File: src/rtl/ad_pkg.sv
// rtl/ad_pkg.sv - shared constants and width helpers for the digit scanner
package ad_pkg;

  // Ceiling log2 for elaboration-time widths
  function automatic int clog2(input int n);
    int r;
    r = 0;
    while ((1 << r) < n) r++;
    return r;
  endfunction

  // Select counter width, never narrower than one bit
  function automatic int sel_width(input int n);
    return (clog2(n) < 1) ? 1 : clog2(n);
  endfunction

  // Anode drive with every digit dark (active-low), sliced to DIGITS by users
  localparam logic [15:0] ANODE_OFF = 16'hFFFF;

endpackage

File: src/rtl/ad_mux_param.sv
// rtl/ad_mux_param.sv - combinational N:1 selector over a flattened bus
module ad_mux_param
  import ad_pkg::*;
#(
  parameter int N  = 8,
  parameter int DW = 4,
  localparam int SW = sel_width(N)
) (
  input  logic [N*DW-1:0] bus,
  input  logic [SW-1:0]   sel,
  output logic [DW-1:0]   y
);

  // Pick lane sel; out-of-range indices (non-power-of-two N) read as zero
  always_comb begin
    y = '0;
    if (int'(sel) < N) y = bus[sel*DW +: DW];
  end

endmodule

File: src/rtl/ad_scan_mux.sv
// rtl/ad_scan_mux.sv - time-multiplexed seven-segment digit scanner with shadow buffer
module ad_scan_mux
  import ad_pkg::*;
#(
  parameter int DIGITS    = 8,
  parameter int DW        = 4,
  parameter int TICK_DIV  = 50000,
  parameter int BLANK_CYC = 500,
  localparam int SELW     = sel_width(DIGITS)
) (
  input  logic                 clk,
  input  logic                 reset_n,
  input  logic [DIGITS*DW-1:0] d_flat,
  input  logic [DIGITS-1:0]    digit_en,
  input  logic [DIGITS-1:0]    dp_in,
  input  logic                 update,
  output logic [DW-1:0]        Y,
  output logic [SELW-1:0]      select,
  output logic [DIGITS-1:0]    anode,
  output logic                 dp_n,
  output logic                 frame_start
);

  localparam int TW = clog2(TICK_DIV);

  logic [TW-1:0]          tick, tick_nx;
  logic [SELW-1:0]        sel_nx;
  logic                   pending, pending_nx;
  logic [DIGITS*DW-1:0]   sh_d, sh_d_nx;
  logic [DIGITS-1:0]      sh_en, sh_en_nx, sh_dp, sh_dp_nx;
  logic                   slot_wrap, frame_wrap, load;
  logic                   blank_nx;
  logic [DW-1:0]          y_nx;
  logic                   en_sel, dp_sel;
  logic [DIGITS-1:0]      anode_nx;
  logic                   dp_n_nx;

  // Next counter state and shadow contents; the shadow only reloads on the frame wrap
  always_comb begin
    slot_wrap  = (tick == TW'(TICK_DIV - 1));
    frame_wrap = slot_wrap && (select == SELW'(DIGITS - 1));
    load       = frame_wrap && (pending || update);
    tick_nx    = slot_wrap ? '0 : tick + 1'b1;
    sel_nx     = select;
    if (slot_wrap) sel_nx = frame_wrap ? '0 : select + 1'b1;
    pending_nx = frame_wrap ? 1'b0 : (pending | update);
    sh_d_nx    = load ? d_flat   : sh_d;
    sh_en_nx   = load ? digit_en : sh_en;
    sh_dp_nx   = load ? dp_in    : sh_dp;
  end

  // Blank gap covers the first BLANK_CYC ticks of every slot
  generate
    if (BLANK_CYC == 0) begin : g_no_gap
      assign blank_nx = 1'b0;
    end else begin : g_gap
      assign blank_nx = (tick_nx < TW'(BLANK_CYC));
    end
  endgenerate

  // Outputs are looked up from the next-state select so they land with it
  ad_mux_param #(.N(DIGITS), .DW(DW)) u_mux_d  (.bus(sh_d_nx),  .sel(sel_nx), .y(y_nx));
  ad_mux_param #(.N(DIGITS), .DW(1))  u_mux_en (.bus(sh_en_nx), .sel(sel_nx), .y(en_sel));
  ad_mux_param #(.N(DIGITS), .DW(1))  u_mux_dp (.bus(sh_dp_nx), .sel(sel_nx), .y(dp_sel));

  // Anode and decimal point drive for the upcoming cycle
  always_comb begin
    anode_nx = ANODE_OFF[DIGITS-1:0];
    if (!blank_nx && en_sel) anode_nx[sel_nx] = 1'b0;
    dp_n_nx = blank_nx | ~(dp_sel & en_sel);
  end

  // State and registered outputs; reset drops any pending load
  always_ff @(posedge clk or negedge reset_n) begin
    if (!reset_n) begin
      tick        <= '0;
      select      <= '0;
      pending     <= 1'b0;
      sh_d        <= '0;
      sh_en       <= '0;
      sh_dp       <= '0;
      Y           <= '0;
      anode       <= ANODE_OFF[DIGITS-1:0];
      dp_n        <= 1'b1;
      frame_start <= 1'b0;
    end else begin
      tick        <= tick_nx;
      select      <= sel_nx;
      pending     <= pending_nx;
      sh_d        <= sh_d_nx;
      sh_en       <= sh_en_nx;
      sh_dp       <= sh_dp_nx;
      Y           <= y_nx;
      anode       <= anode_nx;
      dp_n        <= dp_n_nx;
      frame_start <= frame_wrap;
    end
  end

endmodule
File: config.mk
export PLATFORM = sky130hd
export DESIGN_NAME = ad_scan_mux
export DESIGN_NICKNAME = d
export VERILOG_FILES = /design/src/rtl/ad_pkg.sv /design/src/rtl/ad_mux_param.sv /design/src/rtl/ad_scan_mux.sv
export SDC_FILE = /design/constraint.sdc
export NUM_CORES = 1
export LEC_CHECK = 0
export CORE_ASPECT_RATIO = 0.9
export CORE_MARGIN = 2
export CORE_UTILIZATION = 51
export DETAILED_ROUTE_END_ITERATION = 8
export GPL_ROUTABILITY_DRIVEN = 1
export HOLD_SLACK_MARGIN = 0.02
export PLACE_DENSITY = 0.78
export SLEW_MARGIN = 25
export SYNTH_ARGS = -nofsm -noshare
export SYNTH_HDL_FRONTEND = slang
export SYNTH_SLANG_ARGS = --single-unit
File: constraint.sdc
create_clock -name clk -period 3.7 [get_ports clk]
set_input_delay 0.555 -clock clk [delete_from_list [all_inputs] [get_ports clk]]
set_output_delay 0.555 -clock clk [all_outputs]
set_load 0.01 [all_outputs]
== Word level (Yosys, flattened, before mapping) ==
Cells that the tools add are included.

* Memories: 0
* Output and inout port bits: 17
* Bits in registers: 82
* Input port bits: 51
* Latch bits: 0
* RAM bits: 0
* ROM bits: 0

* $lt $le $gt $ge: 3
* $add $sub $neg: 2
* Bitwise operators: 5
* Muxes and demuxes: 10
* Reductions and logical operators: 6
* Shifts and indexed selects: 3
* Multiply operators: 0
* Divide/modulo/power cells: 0
* Eq/ne operators: 2

{| class="wikitable"
|+ Operators with widths
! kind !! number
|-
| 32-bit two-way mux || 1
|-
| 32-bit by 6-bit indexed part select with 4-bit output || 1
|-
| 8-bit two-way mux || 3
|-
| 16-bit by 1-bit adder with 16-bit output, second input constant || 1
|-
| 16-bit equality test, second input constant || 1
|-
| 16-bit by 9-bit less-than comparator with 1-bit output, second input constant || 1
|-
| 16-bit two-way mux || 1
|-
| 8-bit by 4-bit indexed part select with 1-bit output || 2
|-
| 8-bit inverter || 1
|-
| 3-bit two-way mux || 2
|-
| 1-bit logical AND || 4
|-
| 3-bit by 4-bit less-than comparator with 1-bit output, second input constant || 1
|-
| 3-bit by 1-bit adder with 3-bit output, second input constant || 1
|-
| 1-bit demux with 3-bit select || 1
|-
| 3-bit equality test, second input constant || 1
|-
| 3-bit by 1-bit greater-or-equal comparator with 1-bit output, second input constant || 1
|-
| 1-bit two-way mux || 2
|-
| 1-bit OR || 2
|-
| 1-bit AND || 1
|-
| 1-bit zero test || 1
|-
| 1-bit logical OR || 1
|-
| 1-bit inverter || 1
|}

== Logic depth before layout (Yosys ltp) ==
* Depth in word-level cells: 10
* Gate-level depth with buffers: 10

== Cells and area by module ==
Synthesis repeated with hierarchy kept, for this count alone.

* Cells, all modules: 313
* Area total of the unflattened synthesis: 4217.8 µm²

{| class="wikitable"
|+ Modules (own cells, without submodules)
! module !! instances !! area each (µm²) !! cells an instance !! seq. area each (µm²)
|-
| ad_scan_mux || 1 || 3819.9 || 293 || 2063.2
|-
| ad_mux_param at u_mux_d || 1 || 270.3 || 14 || 0.0
|-
| ad_mux_param at u_mux_dp ... || 2 || 63.8 || 3 || 0.0
|}

== Worst setup path before layout ==
Ideal clock, no wire load.

* Kind: register to register
* Start point: register tick[10]
* End point: register Y[2]
* Setup time: 0.126 ns
* Buffers on the path: 3
* Cell stages (with the launch flop): 11
* Period minus slack after synthesis: 3.104 ns
* Arrival: 2.978 ns
* Data required time: 3.574 ns
* Setup slack: 0.596 ns
* Cells stage by stage: dfrtp_1 buf_6 or4_4 or4_4 buf_6 nor2_8 buf_2 mux2_2 mux2_2 a211oi_1 nand2_1

* Word-level cells in the longest chain between the ends: 5

{| class="wikitable"
|+ Ends and longest elaborated chain
! what !! line !! text
|-
| start: declaration || ad_scan_mux.sv:26 || <nowiki>logic [TW-1:0] tick, tick_nx;</nowiki>
|-
| start signal: assignment || ad_scan_mux.sv:87 || <nowiki>tick <= tick_nx;</nowiki>
|-
| 16-bit equality test || ad_scan_mux.sv:40 || <nowiki>slot_wrap = (tick == TW'(TICK_DIV - 1));</nowiki>
|-
| 1-bit logical AND || ad_scan_mux.sv:41 || <nowiki>frame_wrap = slot_wrap && (select == SELW'(DIGITS - 1));</nowiki>
|-
| 1-bit logical AND || ad_scan_mux.sv:42 || <nowiki>load = frame_wrap && (pending || update);</nowiki>
|-
| 32-bit two-way mux || ad_scan_mux.sv:47 || <nowiki>sh_d_nx = load ? d_flat : sh_d;</nowiki>
|-
| via sh_d_nx[22] || ad_scan_mux.sv:29 || <nowiki>logic [DIGITS*DW-1:0] sh_d, sh_d_nx;</nowiki>
|-
| 32-bit by 6-bit indexed part select with 4-bit output || ad_mux_param.sv:17 || <nowiki>if (int'(sel) < N) y = bus[sel*DW +: DW];</nowiki>
|-
| via u_mux_d.y[2] || ad_mux_param.sv:11 || <nowiki>output logic [DW-1:0] y</nowiki>
|-
| end signal: assignment || ad_scan_mux.sv:93 || <nowiki>Y <= y_nx;</nowiki>
|-
| end: declaration || ad_scan_mux.sv:17 || <nowiki>output logic [DW-1:0] Y,</nowiki>
|}

The timed path passes the listed nets, and every way through them passes these cells.

== Worst setup path after layout ==
Ends and elaborated chain as after synthesis.

==> out/metrics.yaml <==
yosys:
  yosysSeqAreaShare_pct: 53.25
  synthXorXnorAreaFrac_pct: 3.390
  syn_nets: 377
  synth.distinct_cells: 49
  ys_ff_latch: 82
  synth_edf_count: 0
  syn_inst: 323
  postSynthAreaPerCell_um2: 12.00
  synth-simple-area-share_pct: 14.95
  muxShareOfSynthArea_pct: 16.27
  synth_compound_area_share_pct: 8.266
  ys.flop_type: "dfrtp_1"
  synth-adder-area-share_pct: 0.9687
  ys_warn_count: 0
  syn_area_um2: 3875
  async_reset_ff_share_pct: 100.0
  synth_top_family_by_area: "multiplexers"
critical_path:
  reg2reg_from: "tick[10]$_DFF_PN0_"
  rrSetupSlack_ps: 360
  crit_path_end_kind: "flop"
  cp.required_ps: 3930
  cp_slowest_cell: "or4_4"
  start_kind: "flop"
  arrival_ps: 3570
  cp_num_buf_inv: 2
  reg2reg_to: "Y[2]$_DFF_PN0_"
  cp_max_fo: 26
  max_stage_delay_ps: 580
  critPathKind: "flop to flop"
  r2r_cells: 9
  cpLargestDelayFamily: "simple AND/OR/NAND/NOR gates"
  crit_path_cell_trace: "or4_4 -> or4_4 -> nor2_8 -> buf_4 -> buf_4 -> mux2_2 -> nand2b_1 -> o211ai_1 -> nand2_1"
clocking:
  cts.hold.buffers_added: 0
  cts_tree: "built"
  cts_sinks: 82
  htree_levels: 3
  clockBufferDepth: 2
  post_cts_resized: 0
  cts_buffers: 9
  clock_latency_ps: 360
  cts-root-buf: "clkbuf_8"
  clk_pin_slew_ps: 90
  cts_setup_buffers: 0
sta:
  slew_headroom_pct: 42.67
  setup_tns_ps: 0
  fmax_ghz: 0.2994
  tightest_slew_ps: 853.5
  post-route-period-util_pct: 90.26
  rsz0062_at_grt: "false"
  hold_viol_final: 0
  period_minus_slack_ps: 3340
  finalSetupViolations: 0
  setup_ws_ps: 360.3
  slew_violations: 0
  skew_ps: 16.68
global_route:
  gr-total-overflow: 0
  grt_max_degree: 83
  grt_util_all_layers_pct: 20.91
  antenna_found_initial: 0
  grt_pass1_wl_um: 13170
  grt_pass1_vias: 2681
detailed_routing:
  vias: 2746
  via_per_inst: 5.559
  drt_wl_total_um: 8214
  drtAntennaViolNets: 0
  wl_per_cell_um: 16.63
  drc: 0
  dr.pass1.iters: 4
  drt_iter0_drc: 121
floorplan:
  die_w_um: 95.88
  coreArea_um2: 7470
  ioPinCount: 68
  die_h_um: 86.70
  rows: 30
  dieArea_um2: 8312
  start_util_pct: 51.88
status:
  outcome: "complete, no violations"
final_layout:
  layout-drive-gt1-share_pct: 22.36
  fin_nets: 447
  diodes: 0
  fin_cells: 494
  nFillCells: 569
  syn_to_final_growth_pct: 24.93
  mostFrequentLayoutCell: "dfrtp_1"
  final_cell_mix: "dfrtp_1 (73), clkdlybuf4s50_1 (66), mux2_2 (45)"
place:
  post-place-ws_ps: 369.4
  placed_cells: 478
  dp_hpwl_um: 5732
  io_buffers: 67
  gp_congestion: 0.8323
power:
  p_per_area_nw_per_um2: 341.5
  irDropWorstVdd_uv: 176.2
  leakage_nw: 2.222
flow_run:
  cap_viol_max_count: 0
worst_hold_path:
  min_path_type: "input port to asynchronous set/reset pin"
-- worst max path at each step --
stage	from	end	slack, ps	cells after the start
5_1_grt	tick[10]$_DFF_PN0_	anode[7]$_DFF_PN1_	210	8
3_3_place_gp	tick[10]$_DFF_PN0_	dp_n$_DFF_PN1_	430	9
3_5_place_dp	tick[10]$_DFF_PN0_	Y[2]$_DFF_PN0_	370	9
2_1_floorplan	tick[10]$_DFF_PN0_	Y[2]$_DFF_PN0_	600	10
4_1_cts	tick[10]$_DFF_PN0_	Y[0]$_DFF_PN0_	370	9
6_report	tick[10]$_DFF_PN0_	Y[2]$_DFF_PN0_	360	9
-- synthesized netlist by cell type (all sizes together), types with 2 or more instances --
library cell,n,area share (%)
nor3,7,0.90
a32o,4,1.0
a211oi,5,1.3
or4,2,0.58
nand4,9,1.5
xor2,6,1.4
xnor2,9,2.0
o21ai,10,1.3
nand2,28,2.7
mux4,3,1.7
ha,3,0.97
a32oi,2,0.45
o211ai,6,1.2
o22ai,2,0.32
clkbuf,6,0.58
mux2i,3,0.77
nor2b,3,0.48
nand3,18,2.3
a22o,6,1.4
nor2,18,2.2
mux2,47,14
buf,9,1.6
nand2b,6,0.97
inv,6,0.58
and2,7,1.1
o2111ai,2,0.61
dfrtp,73,47
dfstp,9,6.1
-- metrics by stage --
| stage | hold WS [ps] | cell area (um^2) | util, % | total power [mW] |
|---|---|---|---|---|
| after detailed placement | 478.7 | 4629 | 61.98 | 0.9861 |
| final | 204.9 | 4841 | 64.81 | 1.653 |
| after floorplan | 259.4 | 3875 | - | 0.9140 |
| after global placement | 475.2 | 4629 | 61.98 | 0.9865 |
| after global routing | 273.9 | 4841 | 64.81 | 1.720 |
| after CTS | 390.6 | 4837 | 64.76 | 1.666 |
-- final cells by class --
class	instances	area, um^2	area share [%]
clock buffers	9	123.9	2.559
clock inverters	7	83.83	1.732
inverters	7	26.28	0.5428
multi-input cells	219	1699	35.10
flip-flops and latches	82	2063	42.62
well taps	96	120.1	2.481
repair buffers	74	724.4	14.97
-- where the power goes --
| group | switching (mW) | internal, mW |
|---|---|---|
| registers | 0.0000000000000000183 | 0.896 |
| clock network | 0.360 | 0.325 |
| logic | 0.0254 | 0.0463 |
| total | 0.386 | 1.27 |
-- flip-flops by register name (all words and copies together), names as in the netlist --
| register | cells |
|---|---|
| sh_d | 32 |
| tick | 16 |
| anode | 8 |
| sh_dp | 8 |
| sh_en | 8 |
| Y | 4 |
| select | 3 |
| dp_n | 1 |
| frame_start | 1 |
| pending | 1 |
-- per-layer routing --
metal  track usage, %  up-vias  share of wire (%)
met1            29.30     1363                 47
met2            32.49       64                 48
li1                 -     1306                  -
met5                0        -                  0
met3            5.130       13                4.4
met4            6.104        0                1.1
-- kinds of logic (layout without fill, tap and decap cells) --
family	after synthesis	count (layout)
multiplexers	53	53
buffers and inverters	22	97
adder cells (fa/ha/maj)	3	3
AO/OA/AOI/OAI	41	41
XOR/XNOR	15	15
AND/OR/NAND/NOR	107	107
flip-flops	82	82
(Power assumes the default switching activity.)
